**src/rtl/stopwatch_bcd_counter.sv**
```systemverilog
// ---------------------------------------------------------------------------
// stopwatch_bcd_counter
//
// Four-digit BCD stopwatch (SS.hh, 00.00 .. 59.99) with start/stop, lap
// split and clear.  A prescaler divides clk down to a 0.01 s tick; the
// tick advances a BCD count whose value (or a frozen lap snapshot) is
// presented on the registered digit outputs.
//
// Parameters
//   TICK_DIV   clock cycles per 0.01 s tick (>= 2)
//
// Ports
//   clk        clock, all state changes on the rising edge
//   rst_n      synchronous active-low reset
//   start_stop debounced level; its rising edge starts/stops/resumes
//   lap        debounced level; its rising edge enters/leaves lap view,
//              or resets the count to IDLE when paused
//   clear      level; while high forces IDLE and zeroes everything
//   D0..D3     displayed digits: hundredths, tenths, s units, s tens
//   running    high while counting (RUN or LAP)
//   wrap       one-cycle pulse when the count rolls 59.99 -> 00.00
// ---------------------------------------------------------------------------
module stopwatch_bcd_counter #(
  parameter int TICK_DIV = 1000000
) (
  input  logic       clk,
  input  logic       rst_n,
  input  logic       start_stop,
  input  logic       lap,
  input  logic       clear,
  output logic [3:0] D0,
  output logic [3:0] D1,
  output logic [3:0] D2,
  output logic [3:0] D3,
  output logic       running,
  output logic       wrap
);

  localparam int            PW        = $clog2(TICK_DIV);
  localparam logic [PW-1:0] PRESC_MAX = PW'(TICK_DIV - 1);

  typedef enum logic [1:0] {
    IDLE  = 2'd0,
    RUN   = 2'd1,
    PAUSE = 2'd2,
    LAP   = 2'd3
  } state_t;

  state_t              state_reg, state_next;
  logic                ss_q_reg, lap_q_reg;
  logic                ss_edge, lap_edge;
  logic [PW-1:0]       presc_reg, presc_next;
  logic [3:0][3:0]     cnt_reg, cnt_next;
  logic [3:0][3:0]     snap_reg, snap_next;
  logic [3:0][3:0]     disp_reg, disp_next;
  logic                running_reg, running_next;
  logic                wrap_reg, wrap_next;

  logic                counting;
  logic                tick;
  logic [4:0]          carry;
  logic [3:0][3:0]     cnt_inc;

  // Rising edge: input high now, low on the previous cycle.  The edge
  // registers reset to 0, so a level already high after reset counts.
  assign ss_edge  = start_stop & ~ss_q_reg;
  assign lap_edge = lap & ~lap_q_reg;

  // The prescaler only runs while the current state is counting; in PAUSE
  // it holds so a resume finishes the partially elapsed tick.
  assign counting = (state_reg == RUN) || (state_reg == LAP);
  assign tick     = counting && (presc_reg == PRESC_MAX);

  // BCD ripple incrementer.  Each digit rolls over at its own limit and
  // passes a carry upward; carry out of the top digit is the 59.99 wrap.
  // Using >= on the limit folds any out-of-range value back to zero.
  assign carry[0] = tick;

  genvar gi;
  generate
    for (gi = 0; gi < 4; gi++) begin : g_digit
      localparam logic [3:0] LIM = (gi == 3) ? 4'd5 : 4'd9;
      logic at_lim;
      assign at_lim         = (cnt_reg[gi] >= LIM);
      assign carry[gi+1]    = carry[gi] & at_lim;
      assign cnt_inc[gi]    = !carry[gi] ? cnt_reg[gi]
                            : (at_lim ? 4'd0 : cnt_reg[gi] + 4'd1);
    end
  endgenerate

  always_comb begin
    state_next = state_reg;
    presc_next = presc_reg;
    cnt_next   = cnt_reg;
    snap_next  = snap_reg;
    wrap_next  = 1'b0;

    if (clear) begin
      // Clear overrides every edge and any coincident tick.
      state_next = IDLE;
      presc_next = '0;
      cnt_next   = '0;
      snap_next  = '0;
    end else begin
      if (counting) begin
        presc_next = tick ? '0 : presc_reg + 1'b1;
        cnt_next   = cnt_inc;
        wrap_next  = carry[4];
      end

      // start_stop is tested first everywhere, so a simultaneous lap
      // edge is simply dropped.
      unique case (state_reg)
        IDLE: begin
          if (ss_edge) state_next = RUN;
        end
        RUN: begin
          if (ss_edge) begin
            state_next = PAUSE;
          end else if (lap_edge) begin
            state_next = LAP;
            snap_next  = cnt_reg;
          end
        end
        LAP: begin
          if (ss_edge)       state_next = PAUSE;
          else if (lap_edge) state_next = RUN;
        end
        PAUSE: begin
          if (ss_edge) begin
            state_next = RUN;
          end else if (lap_edge) begin
            state_next = IDLE;
            presc_next = '0;
            cnt_next   = '0;
          end
        end
        default: state_next = IDLE;
      endcase
    end

    // Outputs are computed from next-state values so they change on the
    // same edge as the state they describe.
    disp_next    = (state_next == LAP) ? snap_next : cnt_next;
    running_next = (state_next == RUN) || (state_next == LAP);
  end

  always_ff @(posedge clk) begin
    if (!rst_n) begin
      state_reg   <= IDLE;
      ss_q_reg    <= 1'b0;
      lap_q_reg   <= 1'b0;
      presc_reg   <= '0;
      cnt_reg     <= '0;
      snap_reg    <= '0;
      disp_reg    <= '0;
      running_reg <= 1'b0;
      wrap_reg    <= 1'b0;
    end else begin
      state_reg   <= state_next;
      ss_q_reg    <= start_stop;
      lap_q_reg   <= lap;
      presc_reg   <= presc_next;
      cnt_reg     <= cnt_next;
      snap_reg    <= snap_next;
      disp_reg    <= disp_next;
      running_reg <= running_next;
      wrap_reg    <= wrap_next;
    end
  end

  assign D0      = disp_reg[0];
  assign D1      = disp_reg[1];
  assign D2      = disp_reg[2];
  assign D3      = disp_reg[3];
  assign running = running_reg;
  assign wrap    = wrap_reg;

endmodule

```
**config.mk**
```make
export PLATFORM = sky130hd
export DESIGN_NAME = stopwatch_bcd_counter
export DESIGN_NICKNAME = d
export VERILOG_FILES = /design/src/rtl/stopwatch_bcd_counter.sv
export SDC_FILE = /design/constraint.sdc
export NUM_CORES = 1
export LEC_CHECK = 0
export CORE_ASPECT_RATIO = 1.75
export CORE_MARGIN = 2
export CORE_UTILIZATION = 55
export DETAILED_ROUTE_END_ITERATION = 16
export PLACE_DENSITY = 0.72
export SLEW_MARGIN = 20
export SYNTH_ARGS = -nofsm -noshare
export SYNTH_HDL_FRONTEND = slang
export SYNTH_SLANG_ARGS = --single-unit
```
**constraint.sdc**
```tcl
create_clock -name clk -period 3 [get_ports clk]
set_clock_uncertainty 0.1 [all_clocks]
set_input_delay 0.45 -clock clk [delete_from_list [all_inputs] [get_ports clk]]
set_output_delay 0.45 -clock clk [all_outputs]
set_load 0.005 [all_outputs]
```
==> flow_summary.yaml, run 1 <==
run_status:
  status: "finished clean"
yosys:
  synth.distinct_cells: 61
  ys_async_sr_fraction_pct: 0
  syn_area_per_cell_um2: 9.10
  yosysWarnings: 0
  synth_seq_cells: 73
  synthesis.nets: 391
  syn_area_um2: 3400
  synth_ff_type: "dfxtp_1"
  synth_edf_count: 0
  netlist_instances: 373
  ys_seq_area_share_pct: 43.0
setup_path:
  end_kind: "register"
  critPathLaunchType: "register"
  critPathKind: "reg2reg"
  reg2regPathDepth: 7
  reg2reg_to: "D2[2]"
  cp.required_ns: 3.14
  path_max_fanout: 6
  critPathArrivalTime_ns: 2.59
  regToRegStartpoint: "cnt_reg[0]"
  r2r_slack_ns: 0.55
final_layout:
  fin_util_pct: 65.5
  diodes: 0
  layout.nets: 415
  layout-drive-gt1-share_pct: 9.45
  largest_reg_flops: 20
  area_growth_pct: 14.2
  fillers: 549
sta:
  fmaxAchievable_mhz: 408
  slew_headroom_pct: 58.2
  worstMarginPinSlew_ns: 0.619
  finalMaxSlewViolations: 0
  fin_crit_sh_pct: 81.8
  setup_viol: 0
  finalHoldViolCount: 0
  tns_ns: 0
  setup_slack_ns: 0.547
  min_period_ns: 2.45
  rsz0062_at_grt: "false"
global_route:
  met1_usage_pct: 24.0
  grt_pass1_wl_um: 12400
  grt_use_met3_pct: 5.83
  grt-ovfl-total: 0
  grt_pass1_vias: 2686
  grt_max_degree: 22
  grtUsageMet2_pct: 43.5
  grt-busiest-layer: "met2"
  grt.total_usage_pct: 23.7
  antenna_found_initial: 0
clock_tree:
  clock_sinks: 73
  cts-root-buf: "clkbuf_8"
  clkLatencyLatePin_ns: 0.36
  cts_setup_buffers: 0
  postCtsResizedCells: 0
  clk_pin_slew_ns: 0.07
  clockBufferDepth: 2
  cts_made_buffers: 9
  ctsHoldBuffers: 0
  cts_tree: "built"
  cts_max_level: 3
drt:
  drc: 0
  wl_per_cell_um: 15.9
  finalWirelength_um: 7620
  drt_iter0_markers: 166
  vias: 2749
  avgViaCountPerCell: 5.73
  drtPass1Iterations: 4
  ant_nets: 0
pwr:
  ir_worst_vdd_mv: 0.345
  power.density_nw_per_um2: 461
  power.total_mw: 1.79
  power_leakage_nw: 1.36
floorplanning:
  die_w_um: 63.4
  core_region_area_um2: 5930
  initial_utilization_pct: 57.3
  pin_count: 23
  die_y_um: 108
  dieArea_um2: 6840
  std_cell_rows: 37
worst_hold_path:
  whs_path_depth: 2
  hp-start: "snap_reg[1]"
  hold_class: "reg2reg"
  whs_endpoint: "snap_reg[1]"
place:
  io_buffers: 22
  dpl.hpwl_um: 5480
  place_ws_ns: 0.429
  place_congestion: 0.817
job:
  maxCapViolCount: 0
-- logic make-up after synthesis --
kind of cell	synth area share, %
compound gates	13.2
xor+xnor	5.16
fa+ha+maj	4.79
mux	4.86
buf+inv	3.57
flops	43.0
simple gates	25.4
-- Yosys cell counts (all sizes together), types with 2 or more instances --
master | instances | area (um^2)
o31ai | 2 | 15.0
nor4 | 3 | 18.8
nor2b | 3 | 18.8
nand4 | 8 | 62.6
ha | 13 | 163
clkbuf | 6 | 22.5
inv | 12 | 45.0
a21oi | 23 | 123
mux2 | 4 | 45.0
or3 | 4 | 30.0
buf | 10 | 53.8
and3 | 9 | 56.3
nor2 | 56 | 210
o21a | 2 | 15.0
dfxtp | 73 | 1460
nor3 | 5 | 30.0
nand2b | 7 | 43.8
mux2i | 12 | 120
nor4b | 3 | 41.3
o22ai | 7 | 43.8
o21ai | 9 | 45.0
o31a | 3 | 26.3
or4b | 2 | 20.0
and2 | 6 | 37.5
a31oi | 3 | 18.8
or3b | 3 | 26.3
xnor2 | 9 | 78.8
nand3 | 13 | 65.1
or4 | 2 | 18.8
and4 | 5 | 43.8
or2 | 2 | 12.5
xor2 | 11 | 96.3
nor3b | 6 | 45.0
o211ai | 2 | 15.0
a211oi | 3 | 22.5
o32ai | 2 | 17.5
o41ai | 3 | 33.8
nand2 | 17 | 63.8
-- critical path, stage by stage, from the launching register on --
cell     delay [ns]
dfxtp_1        0.43
inv_1          0.09
ha_1           0.19
or3b_2         0.24
nand4_1        0.22
o41ai_1        0.68
o22ai_1        0.15
o21a_1         0.23
-- power breakdown --
group          switching [mW]  internal [mW]  leakage [nW]
logic                  0.0366         0.0220         0.675
clock network           0.349          0.405        0.0974
registers             0.00409          0.971         0.588
-- cell usage in the layout, fill, tap and decap left out, types with 6 or more instances in the layout --
cell type | synthesis | routed
nor2_1 | 56 | 56
a21oi_1 | 21 | 21
buf_4 | 0 | 7
dfxtp_1 | 73 | 73
nand2_1 | 17 | 17
clkdlybuf4s50_1 | 0 | 22
ha_1 | 13 | 13
inv_1 | 11 | 11
o21ai_0 | 8 | 8
nand4_1 | 6 | 6
xnor2_1 | 9 | 9
mux2i_1 | 12 | 12
nand3_1 | 13 | 13
o22ai_1 | 7 | 7
and2_1 | 6 | 6
nand2b_1 | 7 | 7
clkbuf_8 | 0 | 10
xor2_1 | 11 | 11
and3_1 | 9 | 9
nor3b_1 | 6 | 6
-- through the flow --
stage                     std cells  hold slack [ns]  cell area [um^2]
after floorplan                 373            0.346              3400
after global placement          464            0.362              3690
after detailed placement        464            0.363              3690
after CTS                       480            0.380              3880
after global routing            480            0.420              3880
final                           480            0.376              3880
-- per-layer routing --
layer	wire length, um	up-vias
li1	-	1373
met1	3030	1309
met2	4080	48
met3	240	19
met4	274	0
met5	0	-
-- how the worst max path moves through the flow --
stage | startpoint | end | slack [ns] | depth (start not counted)
finish | cnt_reg[0] | D2[2] | 0.55 | 7
global route | cnt_reg[0] | D1[1] | 0.35 | 7
CTS | cnt_reg[0] | D1[1] | 0.59 | 7
detailed placement | start_stop | D0[2] | 0.43 | 6
global placement | start_stop | D0[2] | 0.44 | 6
floorplan | cnt_reg[5] | D1[0] | 0.93 | 7
-- cell type report --
| type | instances | area (um^2) | share of cell area (%) |
|---|---|---|---|
| multi-input combinational | 272 | 1810 | 46.7 |
| clock inverter | 3 | 40.0 | 1.03 |
| tap | 78 | 97.6 | 2.52 |
| timing repair buffer | 29 | 273 | 7.03 |
| sequential | 73 | 1460 | 37.7 |
| inverter | 12 | 45.0 | 1.16 |
| clock buffer | 13 | 149 | 3.84 |
Note: power is estimated with default switching activity, not from simulation.
==> inputs of run 2 (changes only) <==
- CORE_UTILIZATION: 55 -> 53
- PLACE_DENSITY: 0.72 -> 0.73
- clock period: 3 -> 2 ns (I/O delays scaled with it)
==> run 2 against run 1 <==
- critical endpoint is now D3[2]
- first-iteration DRC count increased by 7.2%
- utilization increased by 15 points
- combinational power increased by 130%
- sequential power increased by 50%
- sequential share of layout area decreased by 8.1 points
- wire length increased by 45%
- clock power increased by 39%
- critical path type unchanged
- via count increased by 25%
- the flow now finishes with violations (setup timing)
==> flow_summary.yaml, run 2 (synthesis gave the netlist of run 1 again) <==
setup_path:
  path_cells: "nor4b_4 -> nand3_1 -> or4_4 -> a21oi_1 -> o21a_1"
  path_max_fanout: 3
  crit_start: "presc_reg[6]"
  cpMaxStageDelayCell: "or4_4"
  critPathArrivalTime_ns: 2.35
  max_stage_delay_ns: 0.63
  endpoint: "D3[2]"
  end_kind: "register"
  reg2reg_to: "D3[2]"
  regToRegStartpoint: "presc_reg[6]"
  cp.required_ns: 2.21
  reg2regPathDepth: 5
  critPathKind: "reg2reg"
  path_depth: 5
  crit_family: "simple AND/OR/NAND/NOR gates"
  crit_buf_inv: 0
  critPathLaunchType: "register"
  r2r_slack_ns: -0.14
clock_tree:
  cts_tree: "built"
  clock_sinks: 73
  ctsHoldBuffers: 0
  clockBufferDepth: 2
  cts-root-buf: "clkbuf_8"
  cts_made_buffers: 9
  clk_pin_slew_ns: 0.09
  clkLatencyLatePin_ns: 0.37
  cts_max_level: 3
floorplanning:
  die_w_um: 64.5
  die_y_um: 110
  pin_count: 23
  dieArea_um2: 7090
  core_region_area_um2: 6180
  initial_utilization_pct: 54.9
  std_cell_rows: 38
sta:
  worstMarginPinSlew_ns: 0.398
  finalHoldViolCount: 0
  setup_slack_ns: -0.140
  holdWs_ns: 0.385
  setup_viol: 25
  finalMaxSlewViolations: 0
  fmaxAchievable_mhz: 467
  slew_headroom_pct: 73.4
  min_period_ns: 2.14
  rsz0062_at_grt: "true"
  fin_crit_sh_pct: 107
final_layout:
  final_common_cell: "buf_4"
  regArea_um2: 1470
  diodes: 0
  fillers: 361
  finalInstanceArea_um2: 4990
  area_growth_pct: 46.8
  largest_reg_flops: 20
  multi_input_area_um2: 2130
  layout-drive-gt1-share_pct: 37.5
  mostFrequentLayoutCells: "buf_4 (92), dfxtp_1 (64), nor2_1 (55), clkdlybuf4s50_1 (22), a21oi_1 (20)"
  layout.nets: 514
drt:
  ant_nets: 0
  finalWirelength_um: 11000
  vias: 3425
  drc: 0
  drt_iter0_markers: 178
  drtPass1Iterations: 4
  wl_per_cell_um: 19.1
  avgViaCountPerCell: 5.92
global_route:
  grt_max_degree: 19
  grt.total_usage_pct: 30.3
  grt_pass1_wl_um: 16100
  grt_pass1_vias: 3525
  grt-ovfl-total: 0
  antenna_found_initial: 0
run_status:
  violations: "setup timing"
  status: "complete, but fails checks"
pwr:
  ir_worst_vdd_mv: 0.450
  power_leakage_nw: 1.96
  power.density_nw_per_um2: 531
  power.total_mw: 2.65
job:
  maxCapViolCount: 0
place:
  post_dp_cell_area_um2: 4350
  place_ws_ns: -0.298
  io_buffers: 22
  dpl.hpwl_um: 6660
  place_congestion: 0.860
worst_hold_path:
  hold_class: "reg2reg"
## run 2: cell types whose count changed in the layout (fill, tap and decap cells not counted), moves of 9 or more
cell	change
buf_4	+85
buf_6	+12
dfxtp_1	-9
dfxtp_2	+9
## run 2: timing repair
action	4_1_cts	5_1_grt
endpoints found under the hold margin	0	0
pin swaps	18	10
gates cloned	1	0
gates resized for setup	57	27
setup buffers	10	3
endpoints found under the setup margin	22	47
## run 2: tightest hold or removal path, stage by stage, from the launching register on
cell and delay, ns:
dfxtp_1 0.30, o41ai_1 0.07, a21oi_1 0.07
## run 2: area by class of cell
type	instances	share of cell area, %
clock buffer	11	3.04
clock inverter	3	0.351
inverter	12	0.954
multi-input combinational	272	42.6
sequential	73	29.5
tap	80	2.01
timing repair buffer	128	21.5
## run 2: power by group
part / leakage [nW] / total [mW] / internal (mW) / switching [mW]
registers: 0.593 / 1.46 / 1.46 / 0.00279
clock network: 0.0871 / 1.05 / 0.500 / 0.554
logic: 1.28 / 0.133 / 0.0615 / 0.0716
## run 2: routing by layer
layer / vias to the layer above / track usage, % / share of wire, %
met2: 133 / 57.4 / 55
met1: 1671 / 29.5 / 35
met4: 0 / 22.0 / 5.2
met5: - / 0 / 0
li1: 1571 / - / -
met3: 50 / 3.79 / 4.9
## run 2: worst min path at each step
stage                      start      endpoint  slack (ns)  depth (start not counted)
floorplan                  clear   snap_reg[2]        0.28                          1
detailed placement  snap_reg[15]  snap_reg[15]        0.37                          2
global placement     snap_reg[5]   snap_reg[5]        0.37                          2
finish              snap_reg[15]  snap_reg[15]        0.38                          2
CTS                 snap_reg[15]  snap_reg[15]        0.38                          2
global route        snap_reg[15]  snap_reg[15]        0.41                          2
## run 2: per-stage QoR
stage,TNS (ns),std cells,utilization [%]
finish,-1.49,579,80.7
global route,-3.75,579,80.7
CTS,-0.419,576,78.2
detailed placement,-8.66,551,70.4
global placement,-6.98,551,70.4
floorplan,-0.0668,373,-
==> inputs of run 3 (changes only) <==
- CORE_MARGIN: 2 -> 5
==> run 3 against run 2 <==
- critical path type unchanged
- first-iteration DRC count increased by 39%
- combinational power about the same
- final area decreased by 0.73%
- the flow still finishes with violations (setup timing)
- wire length decreased by 3.5%
- register-to-register slack improved by 0.04 ns
- sequential power about the same
==> flow_summary.yaml, run 3 (synthesis gave the netlist of run 1 again) <==
global_route:
  grt.total_usage_pct: 26.1
  antenna_found_initial: 0
  grt_pass1_vias: 3505
  grt_use_met3_pct: 5.73
  grt-ovfl-total: 0
  grt_pass1_wl_um: 16500
  met1_usage_pct: 25.8
  grt_max_degree: 19
  grt-busiest-layer: "met2"
  grtUsageMet2_pct: 47.1
worst_hold_path:
  hold_class: "reg2reg"
  whs_endpoint: "snap_reg[8]"
  whs_path_depth: 2
  hp-start: "snap_reg[8]"
setup_path:
  path_max_fanout: 4
  end_kind: "register"
  path_cells: "inv_2 -> ha_2 -> or3b_4 -> nand4_1 -> buf_4 -> o41ai_4 -> buf_4 -> o22ai_2 -> o21a_1"
  critPathKind: "reg2reg"
  critPathLaunchType: "register"
  cp_common_cell: "buf_4"
  cp.required_ns: 2.16
  r2r_slack_ns: -0.10
  max_stage_delay_ns: 0.34
  critPathArrivalTime_ns: 2.26
  regToRegStartpoint: "cnt_reg[1]"
  reg2regPathDepth: 9
  reg2reg_to: "D2[2]"
  cpMaxStageDelayCell: "dfxtp_2"
place:
  place_congestion: 0.885
  place_inst: 548
  io_buffers: 22
  dpl.hpwl_um: 7140
  post_dp_cell_area_um2: 4320
pwr:
  power_leakage_nw: 1.93
  power.density_nw_per_um2: 558
  ir_worst_vdd_mv: 0.535
  power.total_mw: 2.76
sta:
  setup_slack_ns: -0.102
  rsz0062_at_grt: "true"
  finalHoldViolCount: 0
  worstMarginPinSlew_ns: 0.426
  slew_headroom_pct: 71.6
  min_period_ns: 2.10
  finalMaxSlewViolations: 0
  fmaxAchievable_mhz: 476
  holdWs_ns: 0.380
  fin_crit_sh_pct: 105
  setup_viol: 13
clock_tree:
  clkLatencyLatePin_ns: 0.37
  cts-root-buf: "clkbuf_8"
  ctsHoldBuffers: 0
  clk_pin_slew_ns: 0.08
  clock_sinks: 73
  cts_tree: "built"
  clockBufferDepth: 2
  cts_max_level: 3
  cts_made_buffers: 9
floorplanning:
  initial_utilization_pct: 54.5
  dieArea_um2: 8170
  die_w_um: 70.5
  std_cell_rows: 38
  pin_count: 23
  die_y_um: 116
  core_region_area_um2: 6230
drt:
  finalWirelength_um: 10700
  drtPass1Iterations: 4
  wl_per_cell_um: 18.4
  ant_nets: 0
  avgViaCountPerCell: 5.97
  vias: 3453
  drt_iter0_markers: 248
  drc: 0
final_layout:
  fillers: 405
  area_growth_pct: 45.8
  layout.nets: 511
  layout-drive-gt1-share_pct: 36.3
  largest_reg_flops: 20
  final_common_cell: "buf_4"
  stdcell_count: 578
  diodes: 0
  mostFrequentLayoutCells: "buf_4 (94), dfxtp_1 (66), nor2_1 (54), clkdlybuf4s50_1 (22), a21oi_1 (18)"
  finalInstanceArea_um2: 4950
job:
  maxCapViolCount: 0
run_status:
  violations: "setup timing"
  status: "complete, but fails checks"
## run 3: metal layers
metal  wire length (um)  part of all wire, %
met1               3560                   33
met2               5730                   54
met3                629                  5.9
met4                729                  6.8
met5                  0                    0
## run 3: repair_timing
item	4_1_cts	5_1_grt
buffers inserted	8	5
cloned	1	0
resized for setup	49	23
endpoints found under the setup margin	28	26
pin swaps	10	9
## run 3: report_power, final
part	internal (mW)	total (mW)	leakage (nW)	switching [mW]
registers	1.46	1.46	0.592	0.00300
logic	0.0603	0.133	1.24	0.0723
clock network	0.601	1.17	0.102	0.568
## run 3: cell type report
class | instances | area (um^2) | area share, %
flip-flops and latches | 73 | 1470 | 29.7
clock buffers | 10 | 138 | 2.78
repair buffers | 124 | 1020 | 20.5
multi-input cells | 273 | 2120 | 42.8
well taps | 80 | 100 | 2.02
inverters | 12 | 47.5 | 0.961
clock inverters | 6 | 57.6 | 1.16
## run 3: worst max-delay path by stage
stage	slack, ns	startpoint	depth (start not counted)	to
after floorplan	-0.03	cnt_reg[4]	7	D3[2]
after global placement	-0.20	start_stop	6	D0[2]
after detailed placement	-0.23	lap	7	D2[1]
after CTS	-0.07	presc_reg[8]	6	D3[1]
after global routing	-0.15	presc_reg[8]	6	D3[1]
final	-0.10	cnt_reg[1]	9	D2[2]
## run 3: per-stage QoR
step,setup TNS [ns],worst slack (ns),utilization (%)
after global placement,-5.26,-0.195,69.3
after global routing,-1.74,-0.151,79.5
after CTS,-0.357,-0.0695,77.0
final,-0.619,-0.102,79.5
after floorplan,-0.0668,-0.0329,-
after detailed placement,-6.77,-0.230,69.3
## run 3: worst max-delay path, delay by kind of cell (launching register included)
| family | cells | cell delay [ns] |
|---|---|---|
| AO/OA/AOI/OAI | 3 | 0.50 |
| adder cells (fa/ha/maj) | 1 | 0.15 |
| buffers and inverters | 3 | 0.45 |
| flip-flops | 1 | 0.34 |
| AND/OR/NAND/NOR | 2 | 0.45 |
